`config.mk`:
```
export PLATFORM = sky130hd
export DESIGN_NAME = fifo_serial_tx
export DESIGN_NICKNAME = d
export VERILOG_FILES = /design/src/rtl/fifo_serial_pkg.sv /design/src/rtl/baud_tick_gen.sv /design/src/rtl/fifo_serial_tx.sv
export SDC_FILE = /design/constraint.sdc
export NUM_CORES = 1
export LEC_CHECK = 0
export ABC_AREA = 1
export CAP_MARGIN = 20
export CORE_MARGIN = 5
export CORE_UTILIZATION = 40
export DETAILED_ROUTE_END_ITERATION = 7
export PLACE_DENSITY = 0.66
export SLEW_MARGIN = 0
export SYNTH_ARGS = -nofsm -noshare
export SYNTH_HDL_FRONTEND = slang
export SYNTH_SLANG_ARGS = --single-unit
```
`constraint.sdc`:
```
create_clock -name clk -period 1.7 [get_ports clk]
set_input_delay 0.17 -clock clk [delete_from_list [all_inputs] [get_ports clk]]
set_output_delay 0.17 -clock clk [all_outputs]
set_load 0.005 [all_outputs]
```
`src/rtl/fifo_serial_pkg.sv`:
```
// Shared types and helpers for the FIFO-fed serial transmitter.
// State encoding is 3 bits; the parity helper is even parity over a zero-extended word.
package fifo_serial_pkg;

  typedef enum logic [2:0] {
    StIdle   = 3'd0,
    StPop    = 3'd1,
    StLoad   = 3'd2,
    StStart  = 3'd3,
    StData   = 3'd4,
    StParity = 3'd5,
    StStop   = 3'd6
  } tx_state_e;

  // Even parity bit: XOR of all data bits (callers zero-extend narrower words).
  function automatic logic even_parity(input logic [63:0] data);
    return ^data;
  endfunction

endpackage

```
`src/rtl/baud_tick_gen.sv`:
```
// Bit-period counter with synchronous clear; tick marks the last cycle of each bit period.
// tick_next lets the parent register outputs that must line up with the tick cycle.
module baud_tick_gen #(
  parameter int unsigned CLKS_PER_BIT = 16
) (
  input  logic clk,
  input  logic rst,
  input  logic clear,
  output logic tick,
  output logic tick_next
);

  localparam int unsigned CntW = (CLKS_PER_BIT > 1) ? $clog2(CLKS_PER_BIT) : 1;
  localparam logic [CntW-1:0] CntMax = CntW'(CLKS_PER_BIT - 1);

  logic [CntW-1:0] cnt_q, cnt_d;

  always_comb begin
    cnt_d = cnt_q + CntW'(1);
    if (clear || (cnt_q == CntMax)) begin
      cnt_d = '0;
    end
  end

  always_ff @(posedge clk or negedge rst) begin
    if (!rst) begin
      cnt_q <= '0;
    end else begin
      cnt_q <= cnt_d;
    end
  end

  assign tick      = (cnt_q == CntMax);
  assign tick_next = (cnt_d == CntMax);

endmodule

```
`src/rtl/fifo_serial_tx.sv`:
```
// FIFO read-side consumer: pops one word at a time and sends it as a UART-style frame
// (start, DATA_W bits LSB-first, optional even parity, stop). All outputs are registered.
module fifo_serial_tx
  import fifo_serial_pkg::*;
#(
  parameter int unsigned DATA_W       = 8,
  parameter int unsigned CLKS_PER_BIT = 16,
  parameter int unsigned PARITY_EN    = 0
) (
  input  logic              clk,
  input  logic              rst,
  input  logic              enable,
  input  logic              fifo_empty,
  input  logic [DATA_W-1:0] fifo_data,
  output logic              fifo_rd_en,
  output logic              tx,
  output logic              busy,
  output logic              frame_done
);

  localparam int unsigned BitW = $clog2(DATA_W + 1);
  localparam logic [BitW-1:0] LastBit = BitW'(DATA_W - 1);

  tx_state_e         state_q, state_d;
  logic [DATA_W-1:0] shift_q, shift_d;
  logic [BitW-1:0]   bit_cnt_q, bit_cnt_d;
  logic              par_q, par_d;
  logic              tx_q, tx_d;
  logic              rd_en_q, rd_en_d;
  logic              busy_q, busy_d;
  logic              done_q, done_d;
  logic              baud_clear, tick, tick_next;
  logic              start_ok;

  assign start_ok = enable && !fifo_empty;

  baud_tick_gen #(
    .CLKS_PER_BIT(CLKS_PER_BIT)
  ) u_baud (
    .clk      (clk),
    .rst      (rst),
    .clear    (baud_clear),
    .tick     (tick),
    .tick_next(tick_next)
  );

  always_comb begin
    state_d    = state_q;
    shift_d    = shift_q;
    bit_cnt_d  = bit_cnt_q;
    par_d      = par_q;
    baud_clear = 1'b0;
    unique case (state_q)
      StIdle: begin
        if (start_ok) state_d = StPop;
      end
      StPop: state_d = StLoad;
      StLoad: begin
        shift_d    = fifo_data;
        par_d      = even_parity(64'(fifo_data));
        bit_cnt_d  = '0;
        baud_clear = 1'b1;
        state_d    = StStart;
      end
      StStart: begin
        if (tick) state_d = StData;
      end
      StData: begin
        if (tick) begin
          shift_d = shift_q >> 1;
          if (bit_cnt_q == LastBit) begin
            bit_cnt_d = '0;
            state_d   = (PARITY_EN != 0) ? StParity : StStop;
          end else begin
            bit_cnt_d = bit_cnt_q + BitW'(1);
          end
        end
      end
      StParity: begin
        if (tick) state_d = StStop;
      end
      StStop: begin
        // Back-to-back frames go straight to POP from the last stop cycle.
        if (tick) state_d = start_ok ? StPop : StIdle;
      end
      default: state_d = StIdle;
    endcase
  end

  // Outputs are computed from the next state so they come straight from flops.
  always_comb begin
    case (state_d)
      StStart:  tx_d = 1'b0;
      StData:   tx_d = shift_d[0];
      StParity: tx_d = par_d;
      default:  tx_d = 1'b1;
    endcase
    rd_en_d = (state_d == StPop);
    busy_d  = (state_d != StIdle);
    done_d  = (state_d == StStop) && tick_next;
  end

  always_ff @(posedge clk or negedge rst) begin
    if (!rst) begin
      state_q   <= StIdle;
      shift_q   <= '0;
      bit_cnt_q <= '0;
      par_q     <= 1'b0;
      tx_q      <= 1'b1;
      rd_en_q   <= 1'b0;
      busy_q    <= 1'b0;
      done_q    <= 1'b0;
    end else begin
      state_q   <= state_d;
      shift_q   <= shift_d;
      bit_cnt_q <= bit_cnt_d;
      par_q     <= par_d;
      tx_q      <= tx_d;
      rd_en_q   <= rd_en_d;
      busy_q    <= busy_d;
      done_q    <= done_d;
    end
  end

  assign fifo_rd_en = rd_en_q;
  assign tx         = tx_q;
  assign busy       = busy_q;
  assign frame_done = done_q;

endmodule

```
# After elaboration in Yosys (flattened, before gate mapping)
# Index checks and enable logic that the tools add are counted.
# op_classes
addsub	2
n_eq_ne	15
n_mux	17
reduce_logical	9
# op_table
cell	n
$reduce_xor A64 Y1	1
$pmux W3 S7	1
$eq A3 B3 Y1 const B	6
$mux W3	6
$pmux W8 S2	1
$mux W4	3
$eq A3 B2 Y1 const B	3
$add A4 B1 Y4 const B	2
$eq A4 B4 Y1 const B	2
$mux W8	1
$pmux W4 S2	1
$eq A3 B1 Y1 const B	2
$eq A4 B3 Y1 const B	1
$logic_not A3 Y1	1
$mux W1	3
$pmux W1 S3	1
$reduce_bool A3 Y1	1
$logic_and A1 B1 Y1	2
$ne A2 B2 Y1 const B	1
$reduce_and A2 Y1	1
$reduce_bool A2 Y1	1
$logic_not A1 Y1	1
$logic_or A1 B1 Y1	1
# totals
ff_bits	24
wordCells	53

# Logic depth before layout (Yosys ltp)
# logic_depth
word_depth	7
mapped_depth	10
ltp_nobuf	10

# By module
# Synthesis repeated with hierarchy kept, for this count alone.
# hier_totals
cells_unflattened	201
hier_area_um2	1545.2
# by_module_without_submodules
module	instances	cells_per_inst	area_per_inst_um2
fifo_serial_tx	1	177	1346.3
baud_tick_gen	1	24	198.9

# Worst setup path after synthesis
# Ideal clock, no wire load.
# synth_path
path_type	register to register
startpoint	register u_baud.cnt_q[0]
endpoint	register tx_q, in the netlist tx
setup_time_ps	64
arrival_time_ps	1292
required_time_ps	1636
slack_ps	344
stages_incl_launch_ff	9
n_path_buf	0
synth_period_minus_slack_ps	1356
cell_sequence	dfrtp_1 -> ha_1 -> nand3_4 -> inv_1 -> nand3_1 -> nand3_2 -> nor2_2 -> nand3_1 -> nand3_1
# synth_via
elab_chain_cells	5
elab_cells_between_ends	12
cone_classes	4 x eq/ne; 8 x mux
# synth_rtl
item	line	text
from (decl)	baud_tick_gen.sv:16	logic [CntW-1:0] cnt_q, cnt_d;
from (signal assigned)	baud_tick_gen.sv:29	cnt_q <= cnt_d;
$eq A4 B4 Y1 (*)	baud_tick_gen.sv:33	assign tick = (cnt_q == CntMax);
$mux W3, on equally long branches	n/a	
$pmux W3 S7 (*)	fifo_serial_tx.sv:53	unique case (state_q)
net state_d[0]	fifo_serial_tx.sv:24	tx_state_e state_q, state_d;
$eq A3 B3 Y1 or $eq A3 B2 Y1 (tied branches)	fifo_serial_tx.sv:92	case (state_d)
$pmux W1 S3 (*)	fifo_serial_tx.sv:92	
net tx_d	fifo_serial_tx.sv:28	logic tx_q, tx_d;
to (signal assigned)	fifo_serial_tx.sv:118	tx_q <= tx_d;
to (decl)	fifo_serial_tx.sv:28	
# Mark *: on every way through the listed nets, which the timed path passes. The rest lies on a longest branch. The select of a mux whose other input is x is not followed.
# A chain may end at the register's enable or synchronous reset.

# Final worst setup path
# layout_path
startpoint	register tx_q, in the netlist tx
endpoint	output tx
# layout_rtl
item	line	text
to (decl)	fifo_serial_tx.sv:16	output logic tx,
# No word-level cell between the ends.

==> results.md <==
Status:
- The run finished with clean final reports.

Yosys:
- The cell count after synthesis is roughly 180.
- The register bit count reported by yosys is 24.
- For this run, the register share of the synthesized area comes to 0.428.
- The cell area after technology mapping is about 0.0014 mm2.
- When the netlist entered floorplanning its net count stood at between 150 and 200.
- The number of warnings issued by yosys is 0.
- After synthesis, the netlist uses 27 different library cells.
- The share of synthesized area in the top cell type comes to 0.409.
- The synthesized design spends more area on one cell type than any other, namely sky130_fd_sc_hd__dfrtp_1.
- The synthesized area per cell is 7.78 um2.
- After synthesis, the cell types taking the most area are sky130_fd_sc_hd__dfrtp_1, sky130_fd_sc_hd__nand2_1, sky130_fd_sc_hd__inv_1.

Global route:
- The overall global routing resource usage is 0.123.
- The number of global-route vias before repair is 1,124.
- The maximum number of pins on one net before global-route repair is 25.
- The total grt overflow is 0.
- The initial antenna violation count was 0.
- The first-pass GRT wire length is between 4000 and 5000 um.

CTS:
- In this run the deepest clock path goes through 2 buffers.
- The total of cells resized after clock tree synthesis is 0.
- Buffers added to address setup during post-CTS repair amount to 0.
- For the worst-skew pair, the clock arrives at the later sink with an insertion delay of ~0.30 ns.
- The number of buffers created by CTS is 3.
- Clock-pin slew was measured on the worst setup and hold paths at around 0.13 ns.
- The total of hold buffers inserted after clock tree synthesis is 0.
- CTS built an H-tree with a depth of 1.
- The root buffer cell is sky130_fd_sc_hd__clkbuf_4.
- The clock sink count is 24.
- TritonCTS built the clock tree.

Worst setup path:
- The instance count on the critical path is 1.
- The worst-path cell with the longest stage delay is sky130_fd_sc_hd__dfstp_2.
- Along the worst path, the maximum fanout reaches 1.
- The worst setup path is captured at an output pin.
- STA puts the critical path data required time at 1.53 ns.
- The peak per-stage delay on the critical path is 0.55 ns.
- The signal on the critical path passes through clkdlybuf4s50_1.
- The start-to-end type of the worst setup path is flop to output pin.
- Counting both buffers and inverters, the worst setup path holds a total of 1.
- The arrival time at the worst endpoint is roughly 1.4 ns.
- On the critical path the largest part of the delay comes from flip-flops.
- The kind of start point of the critical path is a flop.
- The cell depth of the worst flop-to-flop path is 8.

STA:
- The number of pins exceeding their max-slew limit in the final report came to 0.
- The final-report hold violation count is 0.
- The largest clock skew in the final design is between 0.003 and 0.004 ns.
- The final sum of negative setup slack is 0 ns.
- The final worst slack is approximately 0.18 ns.
- At the pin with the least slew margin, the transition time is around 0.32 ns.
- The tightest slew margin relative to the limit is 0.784.
- Setup repair after global routing left no endpoint under its margin.
- After layout, the minimum clock period comes to about 1.5 ns.
- The final worst-path cycle share is 0.895.
- The maximum operating frequency is 657 MHz.
- Setup violations remaining at the end of the flow were counted as 0.

Die:
- The placeable core region is approximately 0.0034 mm2.
- The die covers around 0.0048 mm2.
- The die span in y is between 60 and 70 um.
- For this configuration, the core starts out at a cell density of 0.419.
- The chip width is 69.3 um.
- 16 I/O pins were placed.
- The number of rows in the core area is 21.

Placement:
- The routability-driven placement congestion ratio is 0.874.
- Port buffering added 15 buffers.
- At the placement stage, the worst setup path has a slack of about 0.22 ns.
- The detailed placement HPWL is approximately 2300 um.

Route:
- Summed over all layers, the routed wires come to around 2900 um.
- The count of unresolved DRC violations after routing is 0.
- The detailed route wirelength on metal2 is about 1400 um.
- In the final routing, the length of wire on met1 measures 1350 um.
- The count of TritonRoute iterations in the first routing pass is 4.
- The routed length on met3 is 86 um.
- The routed wire length per instance is around 12 um.
- The routed layout has 1,185 vias.
- The count of antenna-violating nets left after detailed routing is 0.
- Using the TritonRoute via totals, the vias-per-cell ratio works out to 4.80.
- The initial DRC count is 18.
- The uppermost signal routing layer after detailed routing is met4.

Final layout:
- Compared with the post-synthesis result, the final layout area differs by 17.2%.
- The fraction of layout cells with a size suffix above 1 is 0.129.
- The library cell used most frequently in the layout, excluding fill and tap cells, is sky130_fd_sc_hd__nand2_1.
- At the end of the flow, the number of nets in the layout was between 200 and 250.
- The count of inserted antenna diode cells is 0.
- Leaving out fill and tap cells, the most frequent cells in the layout are sky130_fd_sc_hd__nand2_1, sky130_fd_sc_hd__inv_1, sky130_fd_sc_hd__dfrtp_1.

Pwr:
- Power spread over the standard cell area amounts to about 580 mW/mm2.
- Of the total power, combinational logic draws 0.114.
- The reported leakage power is ~0.00084 uW.
- In this run the power spent charging and discharging nets is 225 uW.
- The clock group share of total power is 0.265.
- The internal portion of the total power is around 720 uW.
- The worst-case IR drop observed on VDD is between 300 and 400 uV.
- The share of total power consumed by net switching is 0.237.
- The share of total power dissipated in sequential elements is 0.622.

Hold path:
- The type of the most critical hold path is primary input to async pin.

Flow run:
- The count of max-cap constraint violations is 0.
[power groups by stage]
| stage | sequential (uW) | clock, uW | combinational, uW |
|---|---|---|---|
| after floorplan | 599 | 0 | 49.7 |
| after global placement | 601 | 0 | 103 |
| after detailed placement | 601 | 0 | 109 |
| after CTS | 590 | 266 | 110 |
| after global routing | 591 | 283 | 123 |
| final | 590 | 251 | 108 |
[per-layer routing]
layer | vias up | track usage
li1 | 618 | -
met1 | 551 | 0.157
met2 | 14 | 0.214
met3 | 2 | 0.0217
met4 | 0 | 0.0325
met5 | - | 0
[synthesized netlist by cell type]
cell,count
sky130_fd_sc_hd__a21boi_4,1
sky130_fd_sc_hd__nor3_1,1
sky130_fd_sc_hd__nor2_1,16
sky130_fd_sc_hd__inv_1,24
sky130_fd_sc_hd__o21ai_0,2
sky130_fd_sc_hd__nand2_2,3
sky130_fd_sc_hd__nor2_8,2
sky130_fd_sc_hd__inv_2,3
sky130_fd_sc_hd__a22oi_1,4
sky130_fd_sc_hd__a21oi_2,1
sky130_fd_sc_hd__nand3_2,2
sky130_fd_sc_hd__ha_1,2
sky130_fd_sc_hd__nand3_4,2
sky130_fd_sc_hd__o211ai_1,1
sky130_fd_sc_hd__nor2_2,2
sky130_fd_sc_hd__nand2_4,2
sky130_fd_sc_hd__dfstp_2,1
sky130_fd_sc_hd__o221ai_1,2
sky130_fd_sc_hd__dfrtp_1,23
sky130_fd_sc_hd__nand2_1,58
sky130_fd_sc_hd__nor4_1,1
sky130_fd_sc_hd__o21ai_1,7
sky130_fd_sc_hd__inv_4,3
sky130_fd_sc_hd__xor2_1,1
sky130_fd_sc_hd__nand3_1,11
sky130_fd_sc_hd__a21oi_1,5
sky130_fd_sc_hd__nand4_1,1
[sequential cells by signal, summed over array words and instances, names as in the netlist]
signal and flops:
fifo_rd_en 1, u_baud.cnt_q 4, busy 1, bit_cnt_q 4, tx 1, par_q 1, frame_done 1, shift_q 8
state_q 3
[cell families after synthesis]
logic type                 synth area share
AOI/OAI and AO/OA                     0.108
xor gates and xnor gates            0.00622
adders and majority gates            0.0178
buffers and inverters                0.0853
DFF                                   0.428
and+or+nand+nor                       0.355
[metrics by stage]
| stage | utilization | std cells | hold WS (ns) | total power, uW | cell area (um2) |
|---|---|---|---|---|---|
| 2_1_floorplan | - | 181 | -0.126 | 649 | 1410 |
| 3_3_place_gp | 0.483 | 243 | 0.463 | 704 | 1620 |
| 3_5_place_dp | 0.483 | 243 | 0.485 | 710 | 1620 |
| 4_1_cts | 0.490 | 247 | 0.203 | 965 | 1650 |
| 5_1_grt | 0.490 | 247 | 0.224 | 997 | 1650 |
| 6_report | 0.490 | 247 | 0.208 | 949 | 1650 |
[final timing paths]
path,from,to,slack (ns)
worst min-delay path,rst,bit_cnt_q[0],0.21
worst max-delay path,tx,tx,0.18
worst max register to register,u_baud.cnt_q[0],tx,0.21
min in group clk,u_baud.cnt_q[0],u_baud.cnt_q[0],0.50
max in group asynchronous,rst,tx,1.20
worst min register to register,u_baud.cnt_q[0],u_baud.cnt_q[0],0.50
[area by class of cell]
class | instances | area, um2
clock buffer | 4 | 26.3
fill | 366 | 1710
inverter | 30 | 120
multi-input combinational | 127 | 686
sequential | 24 | 602
tap | 46 | 57.6
timing repair buffer | 16 | 158
(Power assumes the default switching activity.)
==> edit (same settings) <==
The 7 states of `tx_state_e` get a one-hot encoding in 7 bits.
--- a/src/rtl/fifo_serial_pkg.sv
+++ b/src/rtl/fifo_serial_pkg.sv
@@ -2,14 +2,14 @@
 // State encoding is 3 bits; the parity helper is even parity over a zero-extended word.
 package fifo_serial_pkg;
 
-  typedef enum logic [2:0] {
-    StIdle   = 3'd0,
-    StPop    = 3'd1,
-    StLoad   = 3'd2,
-    StStart  = 3'd3,
-    StData   = 3'd4,
-    StParity = 3'd5,
-    StStop   = 3'd6
+  typedef enum logic [6:0] {
+    StIdle   = 7'b0000001,
+    StPop    = 7'b0000010,
+    StLoad   = 7'b0000100,
+    StStart  = 7'b0001000,
+    StData   = 7'b0010000,
+    StParity = 7'b0100000,
+    StStop   = 7'b1000000
   } tx_state_e;
 
   // Even parity bit: XOR of all data bits (callers zero-extend narrower words).
Formal check against the unedited RTL: no difference found for any inputs over 10 cycles, from zero or initial values and one cycle with rst low; not proved beyond that.
==> edit against the original RTL <==
- worst hold slack improved by 0.043 ns
- design area rose by 14%
- area after synthesis up 15%
- sequential cell count grew 4
- wire length up 5.4%
- non-clock buffer count did not move
- worst setup slack better by 0.027 ns
Power is not compared: it rests on default switching activity, and its combinational part moved more than twofold at a synthesized area within 25%.
==> edit: results (changes against the original RTL) <==
* R2r setup slk at 0.22 ns
* Resize count post-CTS at 0 (unchanged)
* CTS H-Tree Depth at 1 (unchanged)
* Top cells by area, synth: dfrtp_1 (40%), nand2_1 (16%), inv_1 (6.7%) (was dfrtp_1 (41%), nand2_1 (15%), inv_1 (6.4%))
* Largest net degree at the start of global routing at 29 (was 25)
* Final wirelength at 3027 um (was 2873 um)
* First-pass GRT wire length at 5264 um (was 4995 um)
* Post-Synth Adder-Cell Area at 1.546% (was 1.778%)
* Worst hold slack at 0.2512 ns (was 0.2081 ns)
* Top FF cell, synth: dfrtp_1 (unchanged)
* Clk_lat worst skew at 0.28 ns (was 0.30 ns)
* Largest stage delay, worst path at 0.55 ns (about the same)
* Worst r2r dst: par_q (was tx)
* Clock root buffer: clkbuf_8 (was clkbuf_4)
* Syn nets at 227 (was 195)
* Layout cells sized above 1 at 11.64% (was 12.94%)
* Diode count at 0 (unchanged)
* Initial DRT Pass Iterations at 4 (unchanged)
* Slew Limit Headroom at 76.58% (was 78.44%)
* Biggest regs: shift_q: 8 flops, state_q: 7 flops (was shift_q: 8 flops, bit_cnt_q: 4 flops, u_baud.cnt_q: 4 flops)
* Final Wtd Congestion at 0.8328 (was 0.8744)
* PortBufs at 15 (unchanged)
* Status: complete, no violations (unchanged)
* Crit path max-delay family: flip-flops (unchanged)
* Clock slew at reported path FFs at 0.10 ns (was 0.13 ns)
* Worst Skew at 0.01016 ns (was 0.003811 ns)
* Post-synthesis cell type count at 31 (was 27)
* DP Wirelength at 2362 um (was 2288 um)
* Fin nets at 247 (was 216)
* Synth warn at 0 (unchanged)
* Worst r2r path cells at 7 (was 8)
* Sequential area share after synthesis at 43.43% (was 42.76%)
* Lkg Pwr at 0.9855 nW
* Vias/cell at 4.613 (was 4.798)
* Hold crit path type: primary input to async pin (unchanged)
* GRT Total Usage at 12.46% (was 12.32%)
* RR Startpoint: state_q[0] (was u_baud.cnt_q[0])
* Peak VDD IR at 0.0005448 V
* Synth Area in Compound Gates at 7.187% (was 10.84%)
* Number of global-route vias before repair at 1269 (was 1124)
* DRT iter0 DRCs at 30 (was 18)
* Commonest cells post-synth: nand2_1 (71), inv_1 (29), dfrtp_1 (26) (was nand2_1 (58), inv_1 (24), dfrtp_1 (23))
* Xor/xnor share of the synthesized area at 2.705% (was 0.6222%)
==> edit: report_power, final <==
group	internal, mW	switching, mW	leakage (nW)
clock network	0.207	0.203	0.0288
logic	0.336	0.461	0.606
registers	0.892	0.130	0.351
total	1.44	0.794	0.986
==> edit: metrics by stage <==
step           utilization, %  instance area (um^2)  setup slack (ns)  cells
4_1_cts                 47.42                  1883            0.1875    282
3_3_place_gp            46.03                  1828            0.1989    278
6_report                47.42                  1883            0.2048    282
5_1_grt                 47.42                  1883           0.06698    282
3_5_place_dp            46.03                  1828            0.2151    278
2_1_floorplan               -                  1619            0.3800    213
==> edit: per-layer routing <==
metal	routed length (um)	global-route usage (%)	vias up
li1	-	-	715
met1	1429	15.65	562
met2	1426	20.47	20
met3	121	3.146	4
met4	49	4.829	0
met5	0	0	-
==> edit: worst max-delay path by stage <==
stage	startpoint	endpoint	slack (ns)	cells past startpoint
after global placement	fifo_data[0]	par_q	0.20	10
after detailed placement	fifo_data[0]	par_q	0.22	10
after floorplan	u_baud.cnt_q[0]	bit_cnt_q[1]	0.38	7
final	tx	tx	0.20	1
after global routing	u_baud.cnt_q[0]	busy	0.07	9
after CTS	tx	tx	0.19	1
==> edit: kinds of logic (layout without fill, tap and decap cells) <==
group | after synthesis | count (layout)
DFF | 28 | 28
and+or+nand+nor | 124 | 124
adders and majority gates | 2 | 2
buffers and inverters | 37 | 56
AOI/OAI and AO/OA | 17 | 17
xor gates and xnor gates | 5 | 5
==> edit: cell type report <==
class	instances	area, um^2
repair buffers	16	157.7
flip-flops and latches	28	703.2
fillers	395	2088
inverters	36	135.1
well taps	50	62.56
multi-input cells	148	769.5
clock buffers	4	55.05
